<file path="src/rtl/unidad_control_if.sv">
// unidad_control_if: control-unit <-> datapath signal bundle.
//   opcode  : current instruction opcode from the datapath
//   z       : combinational ALU zero output from the datapath
//   s_inc   : PC source (1 = PC+1, 0 = jump target)
//   s_inm   : register write source (1 = immediate, 0 = ALU result)
//   we3     : register file write enable
//   op      : ALU operation select
//   pc_en   : PC load enable
//   halted  : high while the control unit sits in HALT
//   retired : count of executed instructions (wraps)
// Modports: master = control unit side, slave = datapath / top-level side.
interface unidad_control_if #(
    parameter int unsigned CNT_W = 16
) ();
    localparam int unsigned OPC_W = 6;
    localparam int unsigned OP_W  = 3;

    logic [OPC_W-1:0] opcode;
    logic             z;
    logic             s_inc;
    logic             s_inm;
    logic             we3;
    logic [OP_W-1:0]  op;
    logic             pc_en;
    logic             halted;
    logic [CNT_W-1:0] retired;

    modport master (
        input  opcode,
        input  z,
        output s_inc,
        output s_inm,
        output we3,
        output op,
        output pc_en,
        output halted,
        output retired
    );

    modport slave (
        output opcode,
        output z,
        input  s_inc,
        input  s_inm,
        input  we3,
        input  op,
        input  pc_en,
        input  halted,
        input  retired
    );
endinterface

</file>
<file path="src/rtl/unidad_control.sv">
// unidad_control: sequential control unit for the microc datapath.
// Decodes the opcode into datapath controls, inserts one boot cycle after
// reset, keeps a registered zero flag for conditional jumps, stops in an
// absorbing HALT state and counts retired instructions.
// Ports:
//   clk   : system clock, rising edge
//   reset : synchronous reset, active-high
//   bus   : unidad_control_if.master (opcode/z in, controls/status out)
// Control outputs are combinational from state, opcode and the zero flag.
module unidad_control #(
    parameter int unsigned CNT_W = 16
) (
    input  logic              clk,
    input  logic              reset,
    unidad_control_if.master  bus
);

    localparam int unsigned OP_W = 3;

    typedef enum logic [1:0] {
        ST_BOOT = 2'd0,
        ST_RUN  = 2'd1,
        ST_HALT = 2'd2
    } state_t;

    state_t           state_q;
    state_t           state_n;
    logic             z_flag_q;
    logic [CNT_W-1:0] retired_q;

    logic             is_alu;
    logic             s_inc;
    logic             s_inm;
    logic             we3;
    logic [OP_W-1:0]  op;
    logic             pc_en;
    logic             halted;

    // ALU class is the whole lower half of the opcode space.
    assign is_alu = ~bus.opcode[5];

    // State register.
    always_ff @(posedge clk) begin
        if (reset) begin
            state_q <= ST_BOOT;
        end else begin
            state_q <= state_n;
        end
    end

    // Zero flag and retired counter only advance on RUN cycles; reset wins.
    always_ff @(posedge clk) begin
        if (reset) begin
            z_flag_q  <= 1'b0;
            retired_q <= '0;
        end else if (state_q == ST_RUN) begin
            retired_q <= retired_q + CNT_W'(1);
            if (is_alu) begin
                z_flag_q <= bus.z;
            end
        end
    end

    // Next-state and decode; BOOT/HALT leave the safe defaults in place.
    always_comb begin
        state_n = state_q;
        pc_en   = 1'b0;
        we3     = 1'b0;
        s_inc   = 1'b1;
        s_inm   = 1'b0;
        op      = '0;
        halted  = 1'b0;

        unique case (state_q)
            ST_BOOT: begin
                state_n = ST_RUN;
            end
            ST_RUN: begin
                pc_en = 1'b1;
                casez (bus.opcode)
                    6'b0?????: begin
                        op  = bus.opcode[4:2];
                        we3 = 1'b1;
                    end
                    6'b1000??: begin
                        s_inm = 1'b1;
                        we3   = 1'b1;
                    end
                    6'b1001??: begin
                        s_inc = 1'b0;
                    end
                    // Conditional jumps look only at the registered flag.
                    6'b1010??: begin
                        s_inc = ~z_flag_q;
                    end
                    6'b1011??: begin
                        s_inc = z_flag_q;
                    end
                    6'b111111: begin
                        state_n = ST_HALT;
                    end
                    default: begin
                        // Remaining 11xxxx opcodes are NOPs.
                    end
                endcase
            end
            ST_HALT: begin
                halted = 1'b1;
            end
            default: begin
                state_n = ST_BOOT;
            end
        endcase
    end

    assign bus.s_inc   = s_inc;
    assign bus.s_inm   = s_inm;
    assign bus.we3     = we3;
    assign bus.op      = op;
    assign bus.pc_en   = pc_en;
    assign bus.halted  = halted;
    assign bus.retired = retired_q;

endmodule
</file>
<file path="src/flat_wrapper.sv">
// flat-port wrapper written by rule: the top's interface ports become plain ports
module unidad_control_flat 
#(
    parameter int unsigned CNT_W = 16
)
  (clk, reset, bus_opcode, bus_z, bus_s_inc, bus_s_inm, bus_we3, bus_op, bus_pc_en, bus_halted, bus_retired);
  unidad_control_if #(.CNT_W(CNT_W)) bus_i ();
  input  logic clk;
  input  logic reset;
  input wire logic [$bits(bus_i.opcode)-1:0] bus_opcode;
  input wire logic [$bits(bus_i.z)-1:0] bus_z;
  output wire logic [$bits(bus_i.s_inc)-1:0] bus_s_inc;
  output wire logic [$bits(bus_i.s_inm)-1:0] bus_s_inm;
  output wire logic [$bits(bus_i.we3)-1:0] bus_we3;
  output wire logic [$bits(bus_i.op)-1:0] bus_op;
  output wire logic [$bits(bus_i.pc_en)-1:0] bus_pc_en;
  output wire logic [$bits(bus_i.halted)-1:0] bus_halted;
  output wire logic [$bits(bus_i.retired)-1:0] bus_retired;
  assign bus_i.opcode = bus_opcode;
  assign bus_i.z = bus_z;
  assign bus_s_inc = bus_i.s_inc;
  assign bus_s_inm = bus_i.s_inm;
  assign bus_we3 = bus_i.we3;
  assign bus_op = bus_i.op;
  assign bus_pc_en = bus_i.pc_en;
  assign bus_halted = bus_i.halted;
  assign bus_retired = bus_i.retired;
  unidad_control #(.CNT_W(CNT_W)) u_core (.clk(clk), .reset(reset), .bus(bus_i));
endmodule
</file>
<file path="config.mk">
export PLATFORM = sky130hd
export DESIGN_NAME = unidad_control_flat
export DESIGN_NICKNAME = d
export VERILOG_FILES = /design/src/rtl/unidad_control_if.sv /design/src/rtl/unidad_control.sv /design/src/flat_wrapper.sv
export SDC_FILE = /design/constraint.sdc
export NUM_CORES = 1
export LEC_CHECK = 0
export CORE_MARGIN = 1
export CORE_UTILIZATION = 45
export CTS_CLUSTER_DIAMETER = 120
export DETAILED_ROUTE_END_ITERATION = 7
export PLACE_DENSITY = 0.81
export SYNTH_ARGS = -nofsm -noshare
export SYNTH_HDL_FRONTEND = slang
export SYNTH_SLANG_ARGS = --single-unit
</file>
<file path="constraint.sdc">
create_clock -name clk -period 2.6 [get_ports clk]
set_input_delay 0.39 -clock clk [delete_from_list [all_inputs] [get_ports clk]]
set_output_delay 0.39 -clock clk [all_outputs]
set_load 0.02 [all_outputs]
</file>
==> flow_summary_export.csv, run 1 <==
group,metric,value,unit
sta,fin_crit,2.421,ns
synth,yosysSeqAreaShare,0.4306,
cts,cts_max_level,1,
cts,clock_path_buffers,2,
drt,drt-vias-per-instance,5.317,
sta,layout_setup_ws,0.1789,ns
synth,synth_warnings,0,
synth,syn_avg_cell_area,8.660,µm²
die,die_x,46.31,µm
layout,layout.nets,147,
grt,antenna_found_initial,0,
worst_hold_path,hold_path.class,"reg2reg",
layout,antenna_cells,0,
cts,cts_resized,0,
synth,synthesis.area,883.3,µm²
layout,final_cell_mix,"clkdlybuf4s50_1, dfxtp_1, nor2_1",
power,ir_drop,0.2432,mV
power,leakage,0.4551,nW
synth,synth-edff-count,0,
layout,mostFrequentLayoutCell,"clkdlybuf4s50_1",
grt,grt_pass1_vias,830,
sta,holdWs,0.4975,ns
drt,ant_nets,0,
cts,clock-sinks,19,
sta,drv_slew,0,
layout,drive_gt1_frac,0.05147,
layout,syn2layout_area_growth,41.93,%
grt,grt_max_degree,20,
die,initial_core_util,0.4954,
placed_design,io_buffers,32,
grt,grt_pass1_wl,3298,µm
worst_setup_path,start_kind,"flip-flop",
die,die_y,46.31,µm
power,pwr_density_cell,406.6,nW/µm²
grt,gr-total-overflow,0,
sta,setup_viol,0,
layout,final_area,1254,µm²
sta,max_freq,413.0,MHz
cts,cts_tree,"built",
drt,first_pass_iters,3,
die,coreArea,1783,µm²
drt,drc,0,
placed_design,pre_cts_ws,0.1839,ns
placed_design,dpl.cell_count,157,
sta,period_share,0.9312,
synth,synthDistinctLibCells,27,
cts,path_clk_slew,0.10,ns
synth,synth_nets,112,
sta,worstMarginPinSlew,0.6687,ns
sta,maxSlewHeadroom,0.5528,
cts,cts_buffers,3,
cts,hold_buffers,0,
layout,layoutNonFillerInstCount,161,
cts,post_cts_buffers,0,
sta,clock_skew,0.001994,ns
placed_design,hpwl,1462,µm
placed_design,gp_congestion,0.7425,
synth,syn_inst,102,
drt,drt-total-wl,1920,µm
drt,via_count,856,
sta,final.setup.tns,0,ns
worst_setup_path,critPathCaptureType,"output pin",
worst_setup_path,crit_path_max_fanout,6,
die,rows,15,
synth,yosys_most_used_dff,"dfxtp_1",
worst_setup_path,required,2.21,ns
cts,cts_root_buf,"clkbuf_4",
cts,clk_latency,0.29,ns
sta,hold_viol_final,0,
drt,post_drt_wl_per_cell,11.93,µm
flow_run,maxCapViolations,0,
drt,dr.first_iter.drc_count,7,
grt,track_usage,0.2153,
synth,async_flop_share,0,
die,ios,33,
worst_setup_path,path_class,"reg2out",
layout,fillCellCount,146,
placed_design,dpl_cell_area,1227,µm²
worst_setup_path,cp_data_arrival_time,2.03,ns
die,die_area,2144,µm²
run_status,status,"complete, no violations",
sta,rsz0062_at_grt,"no",
synth,synth_seq_cells,19,
worst paths after layout:
path	cells past startpoint	from	end	slack (ns)
worst max register to register	5	u_core.bus.retired[0]$_SDFFE_PP0P_	u_core.bus.retired[14]$_SDFFE_PP0P_	0.93
worst min register to register	2	u_core.bus.retired[1]$_SDFFE_PP0P_	u_core.bus.retired[1]$_SDFFE_PP0P_	0.50
worst min-delay path	2	u_core.bus.retired[1]$_SDFFE_PP0P_	u_core.bus.retired[1]$_SDFFE_PP0P_	0.50
worst max-delay path	5	u_core.state_q[0]$_SDFFE_PP0P_	bus_s_inm	0.18
critical path: stages (launching register included):
cell             delay (ns)
dfxtp_1                0.40
or2b_1                 0.32
inv_2                  0.14
nand3b_1               0.11
nor3_1                 0.15
clkdlybuf4s50_1        0.63
where the power goes:
part           switching, W  internal, W
logic             0.0000311    0.0000326
clock network     0.0000852    0.0000596
registers        0.00000536     0.000296
cells by family (layout without fill, tap and decap cells):
logic type	Yosys count	after routing	share of synthesized area
buf+inv	3	37	0.01275
fa+ha+maj	1	1	0.01416
compound gates	14	14	0.08781
simple gates	53	53	0.3357
flops	19	19	0.4306
xor+xnor	12	12	0.1190
routing by layer:
metal  vias to the layer above  GRT usage  share of wire
li1                        431          -              -
met1                       396     0.2262           0.44
met2                        27     0.3833           0.51
met3                         2    0.05490          0.041
met4                         0     0.1176          0.011
met5                         -          0              0
Yosys cell counts, drive strengths merged (3+ instances only):
cell / number / area (µm²)
a21oi: 8 / 40.04
and2: 3 / 18.77
dfxtp: 19 / 380.4
nand2: 11 / 43.80
nand4: 9 / 62.56
nor2: 14 / 52.55
o21ai: 3 / 15.01
or3: 3 / 18.77
xor2: 10 / 87.58
metrics by stage:
stage,total power (W),util
after global routing,0.0005370,0.7032
after detailed placement,0.0003715,0.6884
after floorplan,0.0003374,-
final,0.0005098,0.7032
after global placement,0.0003704,0.6884
after CTS,0.0005138,0.7032
state kept, by name, indices dropped and copies added, names as in the netlist:
register,cells
u_core.bus.retired,16
u_core.state_q,2
u_core.z_flag_q,1
final cells by class:
type | instances | area [µm²] | share of cell area
Clock buffer | 4 | 26.28 | 0.02096
Inverter | 1 | 3.754 | 0.002994
Multi-Input combinational cell | 80 | 491.7 | 0.3922
Sequential cell | 19 | 380.4 | 0.3034
Tap cell | 25 | 31.28 | 0.02495
Timing Repair Buffer | 32 | 320.3 | 0.2555
Power figures use the tool's default switching activity.
==> inputs of run 2 (changes only) <==
Settings changed: CORE_UTILIZATION 45 to 46, HOLD_SLACK_MARGIN set to 0.12, PLACE_DENSITY 0.81 to 0.83.
==> flow_summary_export.csv, run 2 (synthesized netlist as in run 1, its figures left out) <==
group,metric,value,unit
layout,fillCellCount,161,
layout,syn2layout_area_growth,42.07,%
drt,drt-total-wl,1895,µm
placed_design,gp_congestion,0.7343,
die,coreArea,1764,µm²
die,rows,15,
drt,drc,0,
sta,fin_crit,2.398,ns
worst_setup_path,cpLargestDelayFamily,"buffers and inverters",
sta,max_freq,417.1,MHz
cts,cts_buffers,3,
drt,post_drt_wl_per_cell,11.77,µm
power,power,0.0005105,W
worst_setup_path,required,2.21,ns
sta,worstMarginPinSlew,0.6858,ns
cts,cts_root_buf,"clkbuf_4",
die,die_area,2099,µm²
grt,gr-total-overflow,0,
die,initial_core_util,0.5007,
worst_hold_path,hold_path.class,"reg2reg",
flow_run,maxCapViolations,0,
drt,dr.first_iter.drc_count,9,
worst_setup_path,cp_slowest_stage_delay,0.61,ns
worst_setup_path,critPathCaptureType,"output pin",
cts,cts_tree,"built",
drt,drt-vias-per-instance,5.317,
drt,first_pass_iters,4,
placed_design,io_buffers,32,
worst_setup_path,cp_slowest_cell,"clkdlybuf4s50_1",
cts,cts_resized,0,
power,intPower,0.0003858,W
layout,drive_gt1_frac,0.05882,
worst_setup_path,path_cells,"clkdlybuf4s50_1 -> or3_1 -> a21oi_1 -> clkdlybuf4s50_1",
sta,setup_viol,0,
sta,drv_slew,0,
power,p_clk_frac,0.285,
cts,cts_max_level,1,
layout,final_cell_mix,"clkdlybuf4s50_1, dfxtp_1, nor2_1",
die,die_x,45.82,µm
power,share_seq_of_total_power,0.591,
cts,post_cts_buffers,0,
worst_setup_path,start_kind,"input port",
grt,antenna_found_initial,0,
worst_setup_path,crit_path_max_fanout,5,
sta,final.setup.tns,0,ns
grt,grt_max_degree,20,
layout,largest_reg_flops,16,
die,ios,33,
worst_setup_path,worstPathBufferInverterCount,2,
cts,clock-sinks,19,
drt,via_count,856,
cts,clk_latency,0.30,ns
grt,track_usage,0.2000,
power,swShare,0.2442,
power,ir_drop,0.2850,mV
worst_setup_path,cp_data_arrival_time,2.01,ns
power,pwr_density_cell,406.8,nW/µm²
power,netSwitchingPower,0.0001247,W
layout,antenna_cells,0,
cts,path_clk_slew,0.10,ns
worst_setup_path,path_class,"in2out",
sta,period_share,0.9222,
die,die_y,45.82,µm
worst_setup_path,cpMostUsedCell,"clkdlybuf4s50_1",
sta,hold_viol_final,0,
placed_design,hpwl,1440,µm
run_status,status,"complete, no violations",
cts,clock_path_buffers,2,
layout,layout.nets,147,
grt,grt_pass1_vias,725,
sta,clock_skew,0.006376,ns
cts,hold_buffers,0,
power,leakage,0.4579,nW
grt,grt_pass1_wl,3022,µm
layout,mostFrequentLayoutCell,"clkdlybuf4s50_1",
sta,rsz0062_at_grt,"no",
drt,ant_nets,0,
sta,maxSlewHeadroom,0.5414,
power,power.share.combinational,0.124,
run 2: per-layer routing:
layer,vias up,track usage,share of wire
met5,-,0,0
met4,0,0.05294,0.0053
met3,2,0.07143,0.046
met2,22,0.3371,0.51
met1,400,0.2397,0.44
li1,432,-,-
run 2: worst paths after layout:
kind              slack (ns)                             endpoint                               start  cells past startpoint
setup / recovery        0.20                              bus_we3                       bus_opcode[3]                      4
hold / removal          0.49       u_core.state_q[0]$_SDFFE_PP0P_      u_core.state_q[1]$_SDFFE_PP0P_                      1
setup reg to reg        0.97  u_core.bus.retired[14]$_SDFFE_PP0P_  u_core.bus.retired[0]$_SDFFE_PP0P_                      5
hold reg to reg         0.49       u_core.state_q[0]$_SDFFE_PP0P_      u_core.state_q[1]$_SDFFE_PP0P_                      1
run 2: worst register-to-register path: stages, from the launching register on:
cell and delay (ns):
dfxtp_1 0.41, ha_1 0.19, and4b_1 0.31, nand4_2 0.16, or3_1 0.36, a21oi_1 0.13
run 2: power groups by stage:
stage	Combinational, W	Clock [W]	Sequential [W]
floorplan	0.0000266	0	0.000311
global placement	0.0000624	0	0.000308
detailed placement	0.0000635	0	0.000308
CTS	0.0000637	0.000154	0.000301
global route	0.0000687	0.000165	0.000302
finish	0.0000634	0.000146	0.000301
run 2: area by class of cell:
| class | instances | area [µm²] | share of cell area |
|---|---|---|---|
| repair buffers | 32 | 320.3 | 0.2552 |
| flip-flops and latches | 19 | 380.4 | 0.3031 |
| well taps | 25 | 31.28 | 0.02493 |
| clock buffers | 3 | 22.52 | 0.01795 |
| inverters | 1 | 3.754 | 0.002991 |
| clock inverters | 1 | 5.005 | 0.003988 |
| multi-input cells | 80 | 491.7 | 0.3918 |
run 2: metrics by stage:
step           cells  hold WS (ns)  utilization  cell area, µm²  setup slack (ns)
3_3_place_gp     157        0.4522       0.6957            1227            0.2205
2_1_floorplan    102        0.4338            -           883.3            0.8688
4_1_cts          161        0.4864       0.7113            1255            0.1907
6_report         161        0.4856       0.7113            1255            0.2023
3_5_place_dp     157        0.4763       0.6957            1227            0.2238
5_1_grt          161        0.5073       0.7113            1255           0.01323
==> inputs of run 3 (changes only) <==
Settings changed: CORE_UTILIZATION 46 to 30, PLACE_DENSITY 0.83 to 0.58.
==> flow_summary_export.csv, run 3 (synthesized netlist as in run 1, its figures left out) <==
group,metric,value,unit
run_status,status,"complete, no violations",
drt,ant_nets,0,
worst_setup_path,critPathCaptureType,"output pin",
grt,gr-total-overflow,0,
worst_setup_path,rr_worst_depth,5,
sta,hold_viol_final,0,
worst_setup_path,path_class,"reg2out",
layout,utilization,0.4539,
cts,cts_tree,"built",
worst_setup_path,path_cells,"or2b_1 -> inv_2 -> nand3b_1 -> nor3_1 -> clkdlybuf4s50_1",
die,initial_core_util,0.3176,
drt,first_pass_iters,3,
sta,rsz0062_at_grt,"no",
cts,path_clk_slew,0.11,ns
drt,drc,0,
cts,cts_root_buf,"clkbuf_4",
layout,fillCellCount,280,
layout,final_cell_mix,"clkdlybuf4s50_1, dfxtp_1, nor2_1",
die,die_area,3166,µm²
layout,drive_gt1_frac,0.05882,
power,leakage,0.4579,nW
worst_setup_path,cp_slowest_cell,"clkdlybuf4s50_1",
sta,fin_crit,2.431,ns
grt,antenna_found_initial,0,
flow_run,maxCapViolations,0,
worst_setup_path,cp_data_arrival_time,2.04,ns
sta,maxSlewHeadroom,0.5318,
power,power,0.0005106,W
grt,grt_pass1_vias,730,
placed_design,hpwl,1429,µm
cts,clk_latency,0.29,ns
die,ios,33,
drt,via_count,851,
worst_setup_path,rrSetupSlack,0.95,ns
sta,setup_viol,0,
layout,mostFrequentLayoutCell,"clkdlybuf4s50_1",
layout,syn2layout_area_growth,42.92,%
sta,worstMarginPinSlew,0.7001,ns
grt,track_usage,0.1249,
die,coreArea,2781,µm²
sta,drv_slew,0,
cts,clock-sinks,19,
grt,grt_pass1_wl,3174,µm
layout,layoutNonFillerInstCount,167,
worst_hold_path,hold_end,"u_core.bus.retired[15]$_SDFFE_PP0P_",
die,die_x,56.27,µm
layout,ff_latch_area,380.4,µm²
sta,period_share,0.9352,
worst_setup_path,required,2.21,ns
sta,holdWs,0.4848,ns
placed_design,gp_congestion,0.7062,
sta,max_freq,411.3,MHz
layout,largest_reg_flops,16,
drt,dr.first_iter.drc_count,12,
placed_design,io_buffers,32,
die,rows,19,
placed_design,dpl.cell_count,163,
layout,multi_input_area,491.7,µm²
drt,drt-total-wl,1946,µm
cts,cts_max_level,1,
worst_setup_path,start_kind,"flip-flop",
worst_hold_path,hold_path.class,"reg2reg",
worst_hold_path,min_path_cells,2,
worst_setup_path,reg2reg_to,"u_core.bus.retired[14]$_SDFFE_PP0P_",
cts,clock_path_buffers,2,
worst_setup_path,crit_path_max_fanout,6,
worst_setup_path,rr_startpoint,"u_core.bus.retired[0]$_SDFFE_PP0P_",
drt,post_drt_wl_per_cell,11.65,µm
worst_hold_path,hp-start,"u_core.bus.retired[15]$_SDFFE_PP0P_",
drt,drt-vias-per-instance,5.096,
sta,clock_skew,0.002570,ns
layout,antenna_cells,0,
grt,grt_max_degree,20,
die,die_y,56.27,µm
power,ir_drop,0.2876,mV
sta,final.setup.tns,0,ns
cts,cts_buffers,3,
worst_setup_path,cp_slowest_stage_delay,0.64,ns
layout,layout.nets,147,
cts,hold_buffers,0,
cts,post_cts_buffers,0,
power,pwr_density_cell,404.5,nW/µm²
cts,cts_resized,0,
[run 3: worst max-delay path by stage]
stage                                   start   endpoint  slack [ns]  cells after the start
2_1_floorplan  u_core.state_q[0]$_SDFFE_PP0P_  bus_s_inm        0.87                      4
3_3_place_gp                    bus_opcode[3]    bus_we3        0.22                      4
3_5_place_dp                    bus_opcode[2]    bus_we3        0.22                      4
4_1_cts        u_core.state_q[0]$_SDFFE_PP0P_  bus_s_inm        0.14                      5
5_1_grt        u_core.state_q[0]$_SDFFE_PP0P_  bus_s_inm       0.001                      5
6_report       u_core.state_q[0]$_SDFFE_PP0P_  bus_s_inm        0.17                      5
[run 3: per-layer routing]
layer / GRT usage / vias to the layer above / part of all wire
met1: 0.1587 / 393 / 0.48
met2: 0.2109 / 27 / 0.47
met3: 0.03917 / 0 / 0.050
met5: 0 / - / 0
li1: - / 431 / -
met4: 0.02091 / 0 / 0
[run 3: per-stage QoR]
stage,setup WS (ns),area [µm²]
after floorplan,0.8688,883.3
after global placement,0.2200,1235
after detailed placement,0.2170,1235
after CTS,0.1382,1262
after global routing,0.001230,1262
final,0.1686,1262
[run 3: critical path: cells and delay by family (launching register included)]
kind | cells | cell delay (ns)
and+or+nand+nor | 3 | 0.59
buffers and inverters | 2 | 0.77
DFF | 1 | 0.39
[run 3: cell type report]
class	count	share of cell area
Tap cell	31	0.03072
Timing Repair Buffer	32	0.2537
Multi-Input combinational cell	80	0.3895
Inverter	1	0.002973
Sequential cell	19	0.3013
Clock inverter	1	0.003964
Clock buffer	3	0.01784
[run 3: power breakdown]
part | switching (W) | internal [W] | total (W) | leakage [nW]
sequential | 0.00000520 | 0.000296 | 0.000301 | 0.154
combinational | 0.0000306 | 0.0000326 | 0.0000632 | 0.286
clock | 0.0000890 | 0.0000572 | 0.000146 | 0.0177
